<file path="src/rtl/nibble_serial_adder.sv">
// rtl/nibble_serial_adder.sv - multi-precision add/subtract, one 4-bit nibble per clock, LSB nibble first
module nibble_serial_adder #(
    parameter int WIDTH = 16
) (
    input  logic             clk,
    input  logic             rst_n,
    input  logic             in_valid,
    output logic             in_ready,
    input  logic [WIDTH-1:0] a,
    input  logic [WIDTH-1:0] b,
    input  logic             cin,
    input  logic             sub,
    output logic             out_valid,
    input  logic             out_ready,
    output logic [WIDTH-1:0] sum,
    output logic             cout,
    output logic             ovf
);

    localparam int NIB  = WIDTH / 4;
    localparam int IDXW = (NIB > 1) ? $clog2(NIB) : 1;
    localparam logic [IDXW-1:0] LAST_IDX = IDXW'(NIB - 1);

    typedef enum logic [1:0] {
        IDLE = 2'd0,
        RUN  = 2'd1,
        DONE = 2'd2
    } state_t;

    state_t            state_q, state_d;
    logic [WIDTH-1:0]  op_a_q, op_a_d;
    logic [WIDTH-1:0]  op_b_q, op_b_d;
    logic              carry_q, carry_d;
    logic [IDXW-1:0]   idx_q, idx_d;
    logic [WIDTH-1:0]  sum_q, sum_d;
    logic              cout_q, cout_d;
    logic              ovf_q, ovf_d;

    logic [3:0]        a_nib;
    logic [3:0]        b_nib;
    logic [4:0]        nib_res;

    // Current nibble slice and its 4-bit ripple add with the held carry
    always_comb begin
        a_nib   = op_a_q[4*idx_q +: 4];
        b_nib   = op_b_q[4*idx_q +: 4];
        nib_res = {1'b0, a_nib} + {1'b0, b_nib} + {4'b0000, carry_q};
    end

    // Next-state and datapath updates; handshake outputs decode the registered state only
    always_comb begin
        state_d = state_q;
        op_a_d  = op_a_q;
        op_b_d  = op_b_q;
        carry_d = carry_q;
        idx_d   = idx_q;
        sum_d   = sum_q;
        cout_d  = cout_q;
        ovf_d   = ovf_q;
        case (state_q)
            IDLE: begin
                if (in_valid) begin
                    op_a_d  = a;
                    op_b_d  = sub ? ~b : b;
                    carry_d = cin;
                    idx_d   = '0;
                    state_d = RUN;
                end
            end
            RUN: begin
                sum_d[4*idx_q +: 4] = nib_res[3:0];
                carry_d             = nib_res[4];
                idx_d               = idx_q + IDXW'(1);
                if (idx_q == LAST_IDX) begin
                    cout_d  = nib_res[4];
                    // Signed overflow: operands agree in sign but the result sign differs
                    ovf_d   = (op_a_q[WIDTH-1] == op_b_q[WIDTH-1]) &&
                              (nib_res[3] != op_a_q[WIDTH-1]);
                    state_d = DONE;
                end
            end
            DONE: begin
                if (out_ready) begin
                    state_d = IDLE;
                end
            end
            default: state_d = IDLE;
        endcase
    end

    // State and datapath registers; async reset discards any operation in flight
    always_ff @(posedge clk or negedge rst_n) begin
        if (!rst_n) begin
            state_q <= IDLE;
            op_a_q  <= '0;
            op_b_q  <= '0;
            carry_q <= 1'b0;
            idx_q   <= '0;
            sum_q   <= '0;
            cout_q  <= 1'b0;
            ovf_q   <= 1'b0;
        end else begin
            state_q <= state_d;
            op_a_q  <= op_a_d;
            op_b_q  <= op_b_d;
            carry_q <= carry_d;
            idx_q   <= idx_d;
            sum_q   <= sum_d;
            cout_q  <= cout_d;
            ovf_q   <= ovf_d;
        end
    end

    assign in_ready  = (state_q == IDLE);
    assign out_valid = (state_q == DONE);
    assign sum       = sum_q;
    assign cout      = cout_q;
    assign ovf       = ovf_q;

endmodule

</file>
<file path="config.mk">
export PLATFORM = sky130hd
export DESIGN_NAME = nibble_serial_adder
export DESIGN_NICKNAME = d
export VERILOG_FILES = /design/src/rtl/nibble_serial_adder.sv
export SDC_FILE = /design/constraint.sdc
export NUM_CORES = 1
export LEC_CHECK = 0
export BUFFER_PORTS_ARGS = -buffer_cell sky130_fd_sc_hd__buf_4
export CORE_ASPECT_RATIO = 1.1
export CORE_MARGIN = 2
export CORE_UTILIZATION = 30
export DETAILED_ROUTE_END_ITERATION = 10
export GPL_ROUTABILITY_DRIVEN = 0
export PLACE_DENSITY = 0.51
export RECOVER_POWER = 25
export SLEW_MARGIN = 20
export SYNTH_ARGS = -nofsm -noshare
export SYNTH_HDL_FRONTEND = slang
export SYNTH_SLANG_ARGS = --single-unit
</file>
<file path="constraint.sdc">
create_clock -name clk -period 4 [get_ports clk]
set_input_delay 0.6 -clock clk [delete_from_list [all_inputs] [get_ports clk]]
set_output_delay 0.6 -clock clk [all_outputs]
set_load 0.1 [all_outputs]
</file>
==> impl_metrics.tcl, run 1 <==
set metrics [dict create \
    globalRouteTotalUtil_pct 12.6 \
    synth_area_leaders "dfrtp_1, mux2_2, mux4_2" \
    synth_edf_count 0 \
    hold_class "primary input to async pin" \
    finalCritPeriodShare_pct 66.7 \
    fillers 926 \
    cts_buffers 5 \
    max_freq_ghz 0.375 \
    io_buffers 57 \
    clkSinkCount 55 \
    relSlewSlack_pct 54.3 \
    ioPinCount 58 \
    syn-cell-area_mm2 0.00267 \
    area_delta_synth_final_pct 23.4 \
    ctsHoldBuffers 0 \
    syn_nets 266 \
    dieArea_mm2 0.00968 \
    yosys_warnings 0 \
    dp_hpwl_um 4210 \
    final_nets 322 \
    dpl-instance-area_mm2 0.00321 \
    cts_tree "yes" \
    dr.pass1.iters 4 \
    yosysMostFrequentCell "dfrtp_1" \
    critPathCaptureType "register" \
    antenna_left 0 \
    synth_top_area_share_pct 51.5 \
    critPathKind "register to register" \
    synthTopCellsByCount "dfrtp_1, nor2_1, a21oi_1, xnor2_1, mux2_2" \
    synth.yosys.seq_area_share_pct 51.5 \
    layout-drive-gt1-share_pct 35.8 \
    cts.reportedPaths.clkPinSlew_ps 100 \
    ys_types 30 \
    via_per_inst 4.56 \
    fin_area_mm2 0.00330 \
    required_ps 4200 \
    rows 36 \
    maxCapViolCount 0 \
    stdcell_count 388 \
    fp.dieH_um 103 \
    drt-initial-drc-count 72 \
    setup-violations-final 0 \
    initial_utilization_pct 30.4 \
    grt_pass1_vias 1921 \
    worstPathMaxFanout 7 \
    htreeDepth 2 \
    tns_ps 0 \
    final-hold-violation-count 0 \
    drc 0 \
    die_w_um 94.0 \
    syn_area_per_cell_um2 12.3 \
    synth_largest_area_cell "dfrtp_1" \
    drv_slew 0 \
    utilization_pct 37.6 \
    n_antenna_cell 0 \
    worstPathArrival_ps 2860 \
    min_period_ps 2670 \
    outcome "complete, no violations" \
    grt_pass1_wl_um 9430 \
    clockBufferDepth 2 \
    grt_antenna_before_repair 0 \
    wl_um 5540 \
    route.vias.total 1770 \
    clock_skew_ps 7.52 \
    clockRootBuffer "clkbuf_8" \
    cp-start-kind "register" \
    grt_start_max_net_pins 56 \
    synth_flop_cell "dfrtp_1" \
    grt_remaining_overflow 0 \
    place_inst 380 \
    coreArea_mm2 0.00878 \
    post_drt_wl_per_cell_um 14.3 \
    post_cts_resized 0 \
    syn-instance-count 217 \
    tightestPinTransition_ps 686 \
    postCtsSetupBuffers 0 \
    synthArstFlopShare_pct 100 \
    clk_latency_ps 310 \
    synth-seq-cells 55 \
    rsz0062_at_grt "no" \
]
[path summary, 6_finish.rpt]
kind / start / to / slack (ps) / depth (start not counted)
max: idx_q[0] / sum[14] / 1330 / 6
min: rst_n / sum[5] / 320 / 1
max reg2reg: idx_q[0] / sum[14] / 1330 / 6
min reg2reg: sum[10] / sum[10] / 490 / 2
max in group asynchronous: rst_n / state_q[1] / 3210 / 1
min in group clk: out_ready / state_q[1] / 470 / 2
[sequential cells by signal, summed over array words and instances, names as in the netlist]
name and cells:
op_a_q 16, ovf 1, state_q 2, idx_q 2, op_b_q 16, carry_q 1
cout 1, sum 16
[per-layer routing]
metal / vias up / global-route usage [%] / wire (um)
li1: 875 / - / -
met1: 846 / 15.9 / 2550
met2: 45 / 21.6 / 2680
met3: 4 / 3.07 / 259
met4: 0 / 3.34 / 50
met5: - / 0 / 0
[layout make-up]
class,count,area (um^2),area share (%)
sequential,55,1380,41.7
clock inverter,3,20.0,0.607
inverter,6,22.5,0.683
timing repair buffer,59,443,13.4
multi-input combinational,146,1230,37.2
tap,114,143,4.32
clock buffer,5,68.8,2.09
[layout by cell type, fill, tap and decap left out, types with 3 or more instances in the layout]
master | netlist | final
a21oi_1 | 18 | 18
a22o_1 | 13 | 13
buf_4 | 3 | 59
clkbuf_8 | 0 | 5
dfrtp_1 | 55 | 55
ha_1 | 9 | 9
inv_1 | 6 | 6
mux2_2 | 16 | 16
mux4_2 | 8 | 8
nand2_1 | 8 | 8
nand2_2 | 4 | 4
nand3_1 | 3 | 3
nor2_1 | 23 | 23
o21ai_0 | 5 | 5
o31ai_1 | 3 | 3
or3_1 | 3 | 3
xnor2_1 | 18 | 18
[through the flow]
stage	hold WS, ps	worst slack [ps]
5_1_grt	387	1130
6_report	325	1330
3_3_place_gp	482	1400
4_1_cts	362	1280
2_1_floorplan	304	1340
3_5_place_dp	474	1300
[critical path, cell delays in order, from the launching register on]
cell	delay (ps)
dfrtp_1	520
mux4_2	570
fa_1	440
fa_1	410
xnor2_1	310
inv_1	80
a22o_1	210
[logic make-up after synthesis]
logic type,count (synthesis),synth area share [%]
compound gates,44,10.9
xor+xnor,18,5.90
fa+ha+maj,11,5.71
buf+inv,16,2.90
flops,55,51.5
mux,25,13.9
simple gates,48,9.27
Power of run 1 is not shown: default switching activity piles up to over one toggle a cycle in this logic, so the estimate is an artifact.
==> run 2, diff against run 1 <==
ABC_AREA = 1   (was not set)
PLACE_DENSITY = 0.53   (was 0.51)
clock period = 2.2 ns   (was 4 ns; I/O delays follow)
==> impl_metrics.tcl, run 2 <==
set metrics [dict create \
    ys_types 30 \
    synth_top_area_share_pct 49.5 \
    syn_area_per_cell_um2 8.69 \
    synth_flop_cell "dfrtp_1" \
    max_freq_ghz 0.455 \
    clockRootBuffer "clkbuf_8" \
    slowest_stage "dfrtp_2" \
    crit_buf_inv 1 \
    outcome "finished, violations left" \
    post_drt_wl_per_cell_um 12.7 \
    synth-seq-cells 55 \
    syn-instance-count 320 \
    tightestPinTransition_ps 1350 \
    drt-initial-drc-count 88 \
    fp.dieH_um 105 \
    globalRouteTotalUtil_pct 12.9 \
    worstPathMaxFanout 7 \
    route.vias.total 2310 \
    worstPathArrival_ps 2400 \
    htreeDepth 2 \
    dp_hpwl_um 4690 \
    cp-start-kind "register" \
    grt_remaining_overflow 0 \
    clk_latency_ps 310 \
    crit_family "adder cells" \
    final-hold-violation-count 0 \
    synth_largest_area_cell "dfrtp_1" \
    ctsHoldBuffers 0 \
    rsz0062_at_grt "yes" \
    cpPeakStageDelay_ps 470 \
    antenna_left 0 \
    dieArea_mm2 0.0101 \
    cts_buffers 5 \
    area_delta_synth_final_pct 28.4 \
    rows 36 \
    grt_antenna_before_repair 0 \
    clockBufferDepth 2 \
    crit_path_cell_trace "buf_12 > o21ai_2 > o22ai_2 > fa_2 > fa_2 > xnor2_2 > nor2_1 > nand2_1 > o21ai_1" \
    synth.yosys.seq_area_share_pct 49.5 \
    required_ps 2400 \
    syn-cell-area_mm2 0.00278 \
    synth_edf_count 0 \
    hold_slack_ps 188 \
    io_buffers 57 \
    cpMostUsedCell "fa_2" \
    grt_pass1_wl_um 10300 \
    drv_slew 0 \
    ioPinCount 58 \
    layout_commonest_cell "nand2_1" \
    final_nets 436 \
    synthArstFlopShare_pct 100 \
    violations "negative setup slack" \
    pre_cts_slack_ps 11.3 \
    die_w_um 95.8 \
    cts.reportedPaths.clkPinSlew_ps 100 \
    grt_start_max_net_pins 56 \
    critPathKind "register to register" \
    finalCritPeriodShare_pct 100 \
    maxCapViolCount 0 \
    setup-violations-final 1 \
    critPathCaptureType "register" \
    n_antenna_cell 0 \
    mostFrequentLayoutCells "nand2_1, buf_4, dfrtp_1" \
    layout-drive-gt1-share_pct 27.8 \
    clock_skew_ps 9.67 \
    yosys_warnings 0 \
    syn_nets 369 \
    relSlewSlack_pct 9.79 \
    dr.pass1.iters 4 \
    grt_pass1_vias 2218 \
    min_period_ps 2200 \
    hold_class "primary input to register" \
    synthTopCellsByCount "nand2_1, dfrtp_1, o21ai_0, nor2_1, xnor2_1" \
    wl_um 6370 \
    cts_tree "yes" \
    worst_slack_ps -0.0886 \
    coreArea_mm2 0.00892 \
    yosysMostFrequentCell "nand2_1" \
    clkSinkCount 55 \
    drc 0 \
    synth_area_leaders "dfrtp_1, nand2_1, o21ai_0" \
    initial_utilization_pct 31.2 \
    tns_ps -0.0886 \
    via_per_inst 4.60 \
]
-- run 2: cell types whose count changed after synthesis, moves of 3 or more --
cell / delta
a22o_1: -13
a21oi_1: -16
o22ai_1: +8
buf_6: +4
inv_2: +4
nor2_1: -3
o21ai_0: +43
mux4_2: -8
nand3_1: +7
nand2_1: +78
o21ai_1: +11
inv_1: +10
or3_1: -3
mux2_2: -16
-- run 2: logic make-up (layout without fill, tap and decap cells) --
group / Yosys count / after routing / share of synthesized area (%)
and+or+nand+nor: 127 / 127 / 19.0
AOI/OAI and AO/OA: 74 / 74 / 14.1
DFF: 55 / 55 / 49.5
buffers and inverters: 36 / 104 / 6.48
xor gates and xnor gates: 17 / 17 / 5.36
adders and majority gates: 11 / 11 / 5.49
-- run 2: cell type report --
cell class | instances | area [um^2]
fill | 916 | 5350
tap | 114 | 143
inverter | 22 | 88.8
sequential | 55 | 1380
timing repair buffer | 74 | 587
multi-input combinational | 229 | 1270
clock buffer | 8 | 100
-- run 2: final timing paths --
| kind | start | end | slack [ps] | depth (start not counted) |
|---|---|---|---|---|
| worst max-delay path | idx_q[0] | sum[14] | -0.09 | 9 |
| worst min-delay path | out_ready | state_q[1] | 190 | 2 |
| worst max register to register | idx_q[0] | sum[14] | -0.09 | 9 |
| worst min register to register | op_a_q[7] | op_a_q[7] | 490 | 2 |
| max in group asynchronous | rst_n | idx_q[0] | 990 | 1 |
| min in group asynchronous | rst_n | sum[0] | 320 | 1 |
-- run 2: what timing repair did --
item,in CTS,in global routing
cloned,0,1
gates resized for setup,2,8
pin swaps,0,10
buffers inserted,0,6
setup endpoints to repair,5,10
endpoints found under the hold margin,0,0
-- run 2: per-layer routing --
metal | vias up | track usage (%) | part of all wire [%] | wire length [um]
met3 | 10 | 2.81 | 5.1 | 323
li1 | 1181 | - | - | -
met2 | 60 | 20.8 | 49 | 3090
met5 | - | 0 | 0 | 0
met4 | 0 | 3.27 | 1.6 | 105
met1 | 1059 | 17.6 | 45 | 2850
-- run 2: through the flow --
step | utilization (%) | std cells | area (um^2)
4_1_cts | 39.0 | 495 | 3480
3_3_place_gp | 37.9 | 487 | 3380
2_1_floorplan | - | 320 | 2840
6_report | 40.0 | 502 | 3570
3_5_place_dp | 37.9 | 487 | 3380
5_1_grt | 40.0 | 502 | 3570
Power of run 2 is left out for the same reason.
